===== src/rtl/spike_frame_capture_pkg.sv =====
// Shared constants and FSM encoding for the spike frame capture front end.
// Optional glitch filter is selected by the SPIKE_GLITCH_FILTER_EN macro.
package spike_frame_capture_pkg;

  localparam int unsigned CH_NUM_DEF  = 18;
  localparam int unsigned FRAME_CNT_W = 8;

  typedef enum logic [1:0] {
    StIdle  = 2'd0,
    StAccum = 2'd1,
    StSnap  = 2'd2
  } cap_state_e;

endpackage


===== src/rtl/spike_chan_sync.sv =====
// One spike channel: input synchroniser, optional glitch filter and rising-edge detect.
// SPIKE_GLITCH_FILTER_EN adds a FILT_LEN-sample stable-high qualifier before the edge detector.
module spike_chan_sync
  import spike_frame_capture_pkg::*;
#(
  parameter int unsigned SYNC_STAGES = 2,
  parameter int unsigned FILT_LEN    = 4
) (
  input  logic sys_clk,
  input  logic sys_reset,
  input  logic spike_in,
  output logic rise
);

  // Edges are blanked until every flop in the path holds a real post-reset sample,
  // so a line already high at reset release is not reported as a spike.
  localparam int unsigned WARM_LEN = SYNC_STAGES + 1 + FILT_LEN;
  localparam int unsigned WARM_W   = $clog2(WARM_LEN + 1);

  logic [SYNC_STAGES-1:0] r_sync;
  logic                   r_level_d;
  logic [WARM_W-1:0]      r_warm;
  logic                   w_level;

  always_ff @(posedge sys_clk or posedge sys_reset) begin
    if (sys_reset) begin
      r_sync <= '0;
    end else begin
      r_sync <= {r_sync[SYNC_STAGES-2:0], spike_in};
    end
  end

`ifdef SPIKE_GLITCH_FILTER_EN
  localparam int unsigned FILT_W = $clog2(FILT_LEN + 1);

  logic [FILT_W-1:0] r_filt_cnt;

  // Saturating run-length of high samples; any low sample restarts it.
  always_ff @(posedge sys_clk or posedge sys_reset) begin
    if (sys_reset) begin
      r_filt_cnt <= '0;
    end else if (!r_sync[SYNC_STAGES-1]) begin
      r_filt_cnt <= '0;
    end else if (r_filt_cnt != FILT_W'(FILT_LEN)) begin
      r_filt_cnt <= r_filt_cnt + 1'b1;
    end
  end

  assign w_level = (r_filt_cnt == FILT_W'(FILT_LEN));
`else
  assign w_level = r_sync[SYNC_STAGES-1];
`endif

  always_ff @(posedge sys_clk or posedge sys_reset) begin
    if (sys_reset) begin
      r_level_d <= 1'b0;
      r_warm    <= '0;
    end else begin
      r_level_d <= w_level;
      if (r_warm != WARM_W'(WARM_LEN)) begin
        r_warm <= r_warm + 1'b1;
      end
    end
  end

  assign rise = w_level & ~r_level_d & (r_warm == WARM_W'(WARM_LEN));

endmodule


===== src/rtl/spike_frame_capture.sv =====
// Spike front end: per-channel edge capture into sticky bits, snapshot on each frame request.
// SPIKE_GLITCH_FILTER_EN enables the per-channel glitch filter inside spike_chan_sync.
module spike_frame_capture
  import spike_frame_capture_pkg::*;
#(
  parameter int unsigned CH_NUM      = CH_NUM_DEF,
  parameter int unsigned SYNC_STAGES = 2,
  parameter int unsigned FILT_LEN    = 4
) (
  input  logic                   sys_clk,
  input  logic                   sys_reset,
  input  logic                   capture_en,
  input  logic [CH_NUM-1:0]      spike_in,
  input  logic                   frame_req,
  output logic [CH_NUM-1:0]      frame_data,
  output logic                   frame_valid,
  output logic [FRAME_CNT_W-1:0] frame_cnt,
  output logic                   evt_dropped
);

  logic [CH_NUM-1:0]      w_rise;
  logic [CH_NUM-1:0]      r_sticky;
  logic                   r_drop;
  logic [CH_NUM-1:0]      r_frame_data;
  logic                   r_evt_dropped;
  logic [FRAME_CNT_W-1:0] r_frame_cnt;
  cap_state_e             r_state;
  cap_state_e             w_state_next;
  logic                   w_take;
  logic                   w_clear;
  logic                   w_new_drop;

  for (genvar k = 0; k < CH_NUM; k++) begin : g_ch
    spike_chan_sync #(
      .SYNC_STAGES (SYNC_STAGES),
      .FILT_LEN    (FILT_LEN)
    ) u_sync (
      .sys_clk   (sys_clk),
      .sys_reset (sys_reset),
      .spike_in  (spike_in[k]),
      .rise      (w_rise[k])
    );
  end

  assign w_take     = capture_en & frame_req & (r_state != StIdle);
  assign w_clear    = ~capture_en | (r_state == StIdle);
  assign w_new_drop = |(r_sticky & w_rise);

  always_ff @(posedge sys_clk or posedge sys_reset) begin
    if (sys_reset) begin
      r_state <= StIdle;
    end else begin
      r_state <= w_state_next;
    end
  end

  always_comb begin
    w_state_next = r_state;
    unique case (r_state)
      StIdle: begin
        w_state_next = capture_en ? StAccum : StIdle;
      end
      StAccum, StSnap: begin
        if (!capture_en) begin
          w_state_next = StIdle;
        end else if (frame_req) begin
          w_state_next = StSnap;
        end else begin
          w_state_next = StAccum;
        end
      end
      default: w_state_next = StIdle;
    endcase
  end

  always_comb begin
    frame_valid = (r_state == StSnap);
  end

  // A taken snapshot opens a fresh window; edges in the request cycle went into the snapshot.
  always_ff @(posedge sys_clk or posedge sys_reset) begin
    if (sys_reset) begin
      r_sticky <= '0;
      r_drop   <= 1'b0;
    end else if (w_clear || w_take) begin
      r_sticky <= '0;
      r_drop   <= 1'b0;
    end else begin
      r_sticky <= r_sticky | w_rise;
      r_drop   <= r_drop | w_new_drop;
    end
  end

  always_ff @(posedge sys_clk or posedge sys_reset) begin
    if (sys_reset) begin
      r_frame_data  <= '0;
      r_evt_dropped <= 1'b0;
      r_frame_cnt   <= '0;
    end else if (!capture_en) begin
      r_frame_cnt <= '0;
    end else if (w_take) begin
      r_frame_data  <= r_sticky | w_rise;
      r_evt_dropped <= r_drop | w_new_drop;
      r_frame_cnt   <= r_frame_cnt + 1'b1;
    end
  end

  assign frame_data  = r_frame_data;
  assign frame_cnt   = r_frame_cnt;
  assign evt_dropped = r_evt_dropped;

endmodule


===== config.mk =====
export PLATFORM = sky130hd
export DESIGN_NAME = spike_frame_capture
export DESIGN_NICKNAME = d
export VERILOG_FILES = /design/src/rtl/spike_frame_capture_pkg.sv /design/src/rtl/spike_chan_sync.sv /design/src/rtl/spike_frame_capture.sv
export SDC_FILE = /design/constraint.sdc
export NUM_CORES = 1
export LEC_CHECK = 0
export BUFFER_PORTS_ARGS = -buffer_cell sky130_fd_sc_hd__buf_4
export CORE_ASPECT_RATIO = 0.7
export CORE_MARGIN = 1
export CORE_UTILIZATION = 52
export DETAILED_ROUTE_END_ITERATION = 10
export GPL_TIMING_DRIVEN = 0
export PLACE_DENSITY = 0.75
export SYNTH_ARGS = -nofsm -noshare
export SYNTH_HDL_FRONTEND = slang
export SYNTH_SLANG_ARGS = --single-unit
export TNS_END_PERCENT = 100

===== constraint.sdc =====
create_clock -name sys_clk -period 8.8 [get_ports sys_clk]
set_input_delay 1.32 -clock sys_clk [delete_from_list [all_inputs] [get_ports sys_clk]]
set_output_delay 1.32 -clock sys_clk [all_outputs]
set_load 0.02 [all_outputs]

# Word level (Yosys, flattened, before mapping)
# Index checks and enable logic that the tools add are counted.
# W data, S select, Z words.
op_classes:
  add_sub_neg: 19
  n_reduce_logical: 6
  n_eq_ne: 39
  mux: 8
  bitwise_logic: 61
ops:
  columns: ["operator", "n"]
  rows:
  - ["$add A3 B1 Y3 const B", 18]
  - ["$eq A3 B3 Y1 const B", 18]
  - ["$ne A3 B3 Y1 const B", 18]
  - ["$and A1 B1 Y1", 38]
  - ["$not A1 Y1", 19]
  - ["$and A18 B18 Y18", 1]
  - ["$mux W18", 1]
  - ["$or A18 B18 Y18", 1]
  - ["$reduce_or A18 Y1", 1]
  - ["$mux W8", 2]
  - ["$add A8 B1 Y8 const B", 1]
  - ["$mux W2", 2]
  - ["$pmux W2 S2", 1]
  - ["$eq A2 B1 Y1 const B", 1]
  - ["$eq A2 B2 Y1 const B", 1]
  - ["$logic_not A2 Y1", 1]
  - ["$mux W1", 2]
  - ["$ne A2 B1 Y1 const B", 1]
  - ["$or A1 B1 Y1", 2]
  - ["$reduce_and A2 Y1", 1]
  - ["$reduce_bool A2 Y1", 1]
  - ["$reduce_or A2 Y1", 1]
  - ["$logic_or A1 B1 Y1", 1]
totals:
  wordCells: 193
  input_bits: 22
  register_bits: 156
  out_inout_bits: 28

# Longest topological paths before layout
logic_depth:
  depth_word: 7
  mapped_depth: 8
  depth_no_buf: 6

# By module
# From an unflattened synthesis, not the netlist that was laid out.
unflattened:
  cells_unflattened: 412
  hier_area_um2: 5963.2
by_module_without_submodules:
  columns: ["mod", "seq_area_each_um2", "n_inst", "area_each_um2", "cells_per_inst"]
  rows:
  - ["spike_chan_sync", 150.1, 18, 220.2, 13]
  - ["spike_frame_capture", 1201.2, 1, 1999.4, 178]

# Least setup slack after synthesis
# Ideal clock, no wire load.
synth_timing:
  path_type: "input -> register"
  from: "in frame_req"
  to: "reg r_frame_data[0], in the netlist frame_data[0]"
  arrival_ps: 2026
  setup_ps: 130
  t_required_ps: 8670
  cell_stages: 5
  n_path_buf: 2
  setup_slack_ps: 6644
  cell_sequence: "nor2b_1 buf_2 nand2_2 clkbuf_1 o21ai_0"
synth_via:
  elab_chain_len: 3
synth_rtl:
  columns: ["item", "line", "source"]
  rows:
  - ["start, declared", "spike_frame_capture.sv:14", "input logic frame_req,"]
  - ["$and A1 B1 Y1 (2 in a row)", "spike_frame_capture.sv:45", "assign w_take = capture_en & frame_req & (r_state != StIdle);"]
  - ["$reduce_and A2 Y1 (no source line)", null, null]
  - ["end signal, assigned", "spike_frame_capture.sv:102", "r_frame_data <= r_sticky | w_rise;"]
  - ["end, declared", "spike_frame_capture.sv:24", "logic [CH_NUM-1:0] r_frame_data;"]
# No other way between the ends.
# A chain may end at the register's enable or synchronous reset.

# Final worst setup path
layout_timing:
  from: "reg r_state[0]"
  to: "out frame_valid"
layout_via:
  elab_chain_len: 1
layout_rtl:
  columns: ["item", "line", "source"]
  rows:
  - ["start, declared", "spike_frame_capture.sv:27", "cap_state_e r_state;"]
  - ["start signal, assigned", "spike_frame_capture.sv:51", "r_state <= StIdle;"]
  - ["start signal, assigned", "spike_frame_capture.sv:53", "r_state <= w_state_next;"]
  - ["$eq A2 B2 Y1", "spike_frame_capture.sv:77", "frame_valid = (r_state == StSnap);"]
  - ["end, declared", "spike_frame_capture.sv:16", "output logic frame_valid,"]
# No other way between the ends.

==> impl_metrics.csv <==
group,metric,value,unit
status,status,"complete, no violations",
clock_network,cts-root-buf,"clkbuf_16",
finish,nets,537,
routing,vias,3291,
timing,fin_crit,2490,ps
global_route,grt_antenna_before_repair,0,
routing,via_per_inst,5.20,
floorplanning,num_rows,31,
pwr,leakage,3.11,nW
pwr,p_int,1.29,mW
worst_setup_path,crit_fanout,2,
pwr,pwr-share-clk,45.4,%
timing,max_freq,402,MHz
clock_network,cts-hold-fix-buffers,0,
clock_network,htreeDepth,4,
timing,slew_headroom,58.1,%
timing,worstMarginPinSlew,628,ps
finish,post_route_cells_drive_above_1_share,24.7,%
timing,drv_slew,0,
worst_setup_path,slowest_delay,350,ps
routing,drc_errors,0,
worst_setup_path,crit_chain,"inv_1, ha_1, buf_4",
pwr,ir_worst_vdd,0.149,mV
finish,fill_cells,789,
logic_synthesis,synth_fp_nets,468,
routing,detail-route-antenna-nets,0,
routing,drtIter0Drc,273,
hold_path,hp-class,"reg -> reg",
logic_synthesis,netlist_instances,406,
logic_synthesis,synth_cell_types,29,
routing,dr.pass1.iters,4,
routing,detail_route.wl_per_cell,15.7,um
timing,hold_viol_final,0,
timing,period_share,28.3,%
timing,clock_skew,8.07,ps
floorplanning,ios,50,
finish,area_delta_synth_final,20.5,%
clock_network,clk_latency,410,ps
global_route,grt_usage,19.5,%
worst_setup_path,path_class,"reg -> out",
global_route,grt-ovfl-total,0,
pwr,power_density,237,nW/um2
worst_setup_path,arrival,1170,ps
pwr,p_sw_share,22.8,%
clock_network,clk_pin_slew,60,ps
logic_synthesis,synthesis.area,5830,um2
timing,final.setup.tns,0,ps
global_route,first_global_vias,3518,
floorplanning,start_util,54.9,%
pwr,sequentialPowerShare,46.7,%
logic_synthesis,yosysSeqAreaShare,66.9,%
pwr,p_sw,0.381,mW
placed_design,numPortBuffers,49,
clock_network,cts_tree,"yes",
finish,multi_input_comb_area,1830,um2
floorplanning,die_h,90.6,um
clock_network,clk_path_buf_depth,2,
clock_network,cts.sinks,156,
run,drv_cap,0,
worst_setup_path,crit_required,7480,ps
global_route,grt_pass1_wl,17000,um
clock_network,cts_resized,0,
logic_synthesis,synth_seq_cells,156,
routing,wl,9940,um
placed_design,dpl.hpwl,6590,um
worst_setup_path,critical_path_buf_inv_count,2,
logic_synthesis,syn_area_per_cell,14.4,um2
floorplanning,die_w,129,um
placed_design,gp_congestion,0.782,
floorplanning,core,10600,um2
timing,setup_viol,0,
worst_setup_path,critPathCaptureType,"output port",
pwr,pwr-share-comb,7.9,%
global_route,grt_max_degree,93,
placed_design,dp.cells,604,
logic_synthesis,yosys_warnings,0,
worst_setup_path,crit_family,"flip-flops",
timing,rsz0062_at_grt,"no",
worst_setup_path,startpoint_type,"flop",
floorplanning,die_area,11700,um2
finish,ff_latch_area,3900,um2
worst_setup_path,crit_slowest_cell,"dfrtp_1",
finish,n_antenna_cell,0,
clock_network,cts_setup_buffers,0,
finish,final_cells,633,
clock_network,numCtsBuffers,17,
==> cell families after synthesis <==
| family | count (synthesis) | share of synthesized area [%] |
|---|---|---|
| simple gates | 80 | 7.57 |
| xor+xnor | 25 | 3.75 |
| mux | 37 | 7.12 |
| fa+ha+maj | 40 | 8.58 |
| flops | 156 | 66.9 |
| buf+inv | 26 | 1.74 |
| compound gates | 42 | 4.33 |
==> cells in the mapped netlist <==
master    instances  area (um2)
dfrtp_1         156        3900
ha_1             40         500
mux2_2           36         405
xnor2_1          24         210
nand2_1          22        82.6
nor2_1           21        78.8
inv_1            20        75.1
o21ai_0          18        90.1
a31oi_1          16         100
nand4b_1         11        96.3
and2_1            7        43.8
nand4_1           5        31.3
a21oi_1           3        15.0
a41o_1            3        30.0
and4b_1           3        30.0
buf_2             3        15.0
clkbuf_1          3        11.3
and3_1            2        12.5
and3b_1           2        17.5
nor2b_1           2        12.5
a22o_1            1        8.76
a41oi_1           1        8.76
mux2i_1           1        10.0
nand2_2           1        6.26
nand3_1           1        5.00
nor3_1            1        5.00
nor3b_1           1        7.51
nor4_2            1        12.5
xor2_1            1        8.76
==> metal layers <==
metal	track usage, %	wire [um]	vias up
li1	-	-	1543
met1	27.3	4840	1690
met2	29.8	4650	47
met3	5.45	347	11
met4	5.88	100	0
met5	0	0	-
==> power groups by stage <==
stage / Sequential, mW / Combinational [mW] / Clock (mW)
2_1_floorplan: 0.813 / 0.0445 / 0
3_3_place_gp: 0.791 / 0.129 / 0
3_5_place_dp: 0.792 / 0.133 / 0
4_1_cts: 0.779 / 0.134 / 0.771
5_1_grt: 0.783 / 0.146 / 0.804
6_report: 0.779 / 0.131 / 0.757
==> registers in the layout (all words and copies together), names as in the netlist <==
name,count
evt_dropped,1
frame_cnt,8
frame_data,18
g_ch.u_sync.r_level_d,18
g_ch.u_sync.r_sync,36
g_ch.u_sync.r_warm,54
r_drop,1
r_state,2
r_sticky,18
==> worst reg2reg max path: cells and delay by family, from the launching register on <==
family | cells | cell delay [ps]
AO/OA/AOI/OAI | 2 | 400
adder cells (fa/ha/maj) | 2 | 460
AND/OR/NAND/NOR | 2 | 630
flip-flops | 1 | 400
==> per-stage QoR <==
step / power, mW / area (um2) / setup slack, ps / hold WS, ps / util, %
after floorplan: 0.857 / 5830 / 3270 / 331 / -
after global placement: 0.919 / 6390 / 1810 / 333 / 60.1
after detailed placement: 0.925 / 6420 / 6060 / 336 / 60.4
after CTS: 1.68 / 7030 / 6300 / 350 / 66.2
after global routing: 1.73 / 7030 / 6270 / 358 / 66.2
final: 1.67 / 7030 / 6310 / 346 / 66.2
==> cells in the final DEF, fill, tap and decap left out, types with 2 or more instances in the layout <==
cell type	netlist	layout
clkinv_4	0	3
bufinv_16	0	4
and3b_1	2	2
xnor2_1	24	24
inv_6	0	2
nor2b_1	2	2
and4b_1	3	3
a41o_1	3	3
a31oi_1	16	16
o21ai_0	18	18
buf_2	3	3
ha_1	40	40
buf_4	0	49
clkbuf_1	3	4
inv_1	20	19
nand2_1	22	22
mux2_2	36	36
and3_1	2	2
and2_1	7	7
a21oi_1	3	3
clkbuf_16	0	17
nand4_1	5	5
nor2_1	21	21
dfrtp_1	156	156
nand4b_1	11	11
==> area by class of cell <==
| cell class | instances | share of cell area [%] |
|---|---|---|
| sequential | 156 | 55.5 |
| multi-input combinational | 224 | 26.0 |
| clock buffer | 19 | 6.30 |
| timing repair buffer | 50 | 5.62 |
| tap | 148 | 2.63 |
| clock inverter | 10 | 2.38 |
| inverter | 20 | 1.14 |
| buffer | 6 | 0.374 |
==> path summary, 6_finish.rpt <==
kind / startpoint / endpoint / slack (ps) / cells after the start
max: r_state[0] / frame_valid / 6310 / 3
min: g_ch[15].u_sync.r_sync[0] / g_ch[15].u_sync.r_sync[1] / 350 / 0
max reg2reg: g_ch[16].u_sync.r_warm[0] / evt_dropped / 6770 / 6
min reg2reg: g_ch[15].u_sync.r_sync[0] / g_ch[15].u_sync.r_sync[1] / 350 / 0
max in group asynchronous: sys_reset / g_ch[5].u_sync.r_sync[0] / 7010 / 3
min in group asynchronous: sys_reset / g_ch[7].u_sync.r_sync[0] / 980 / 2
(Power assumes the default switching activity.)
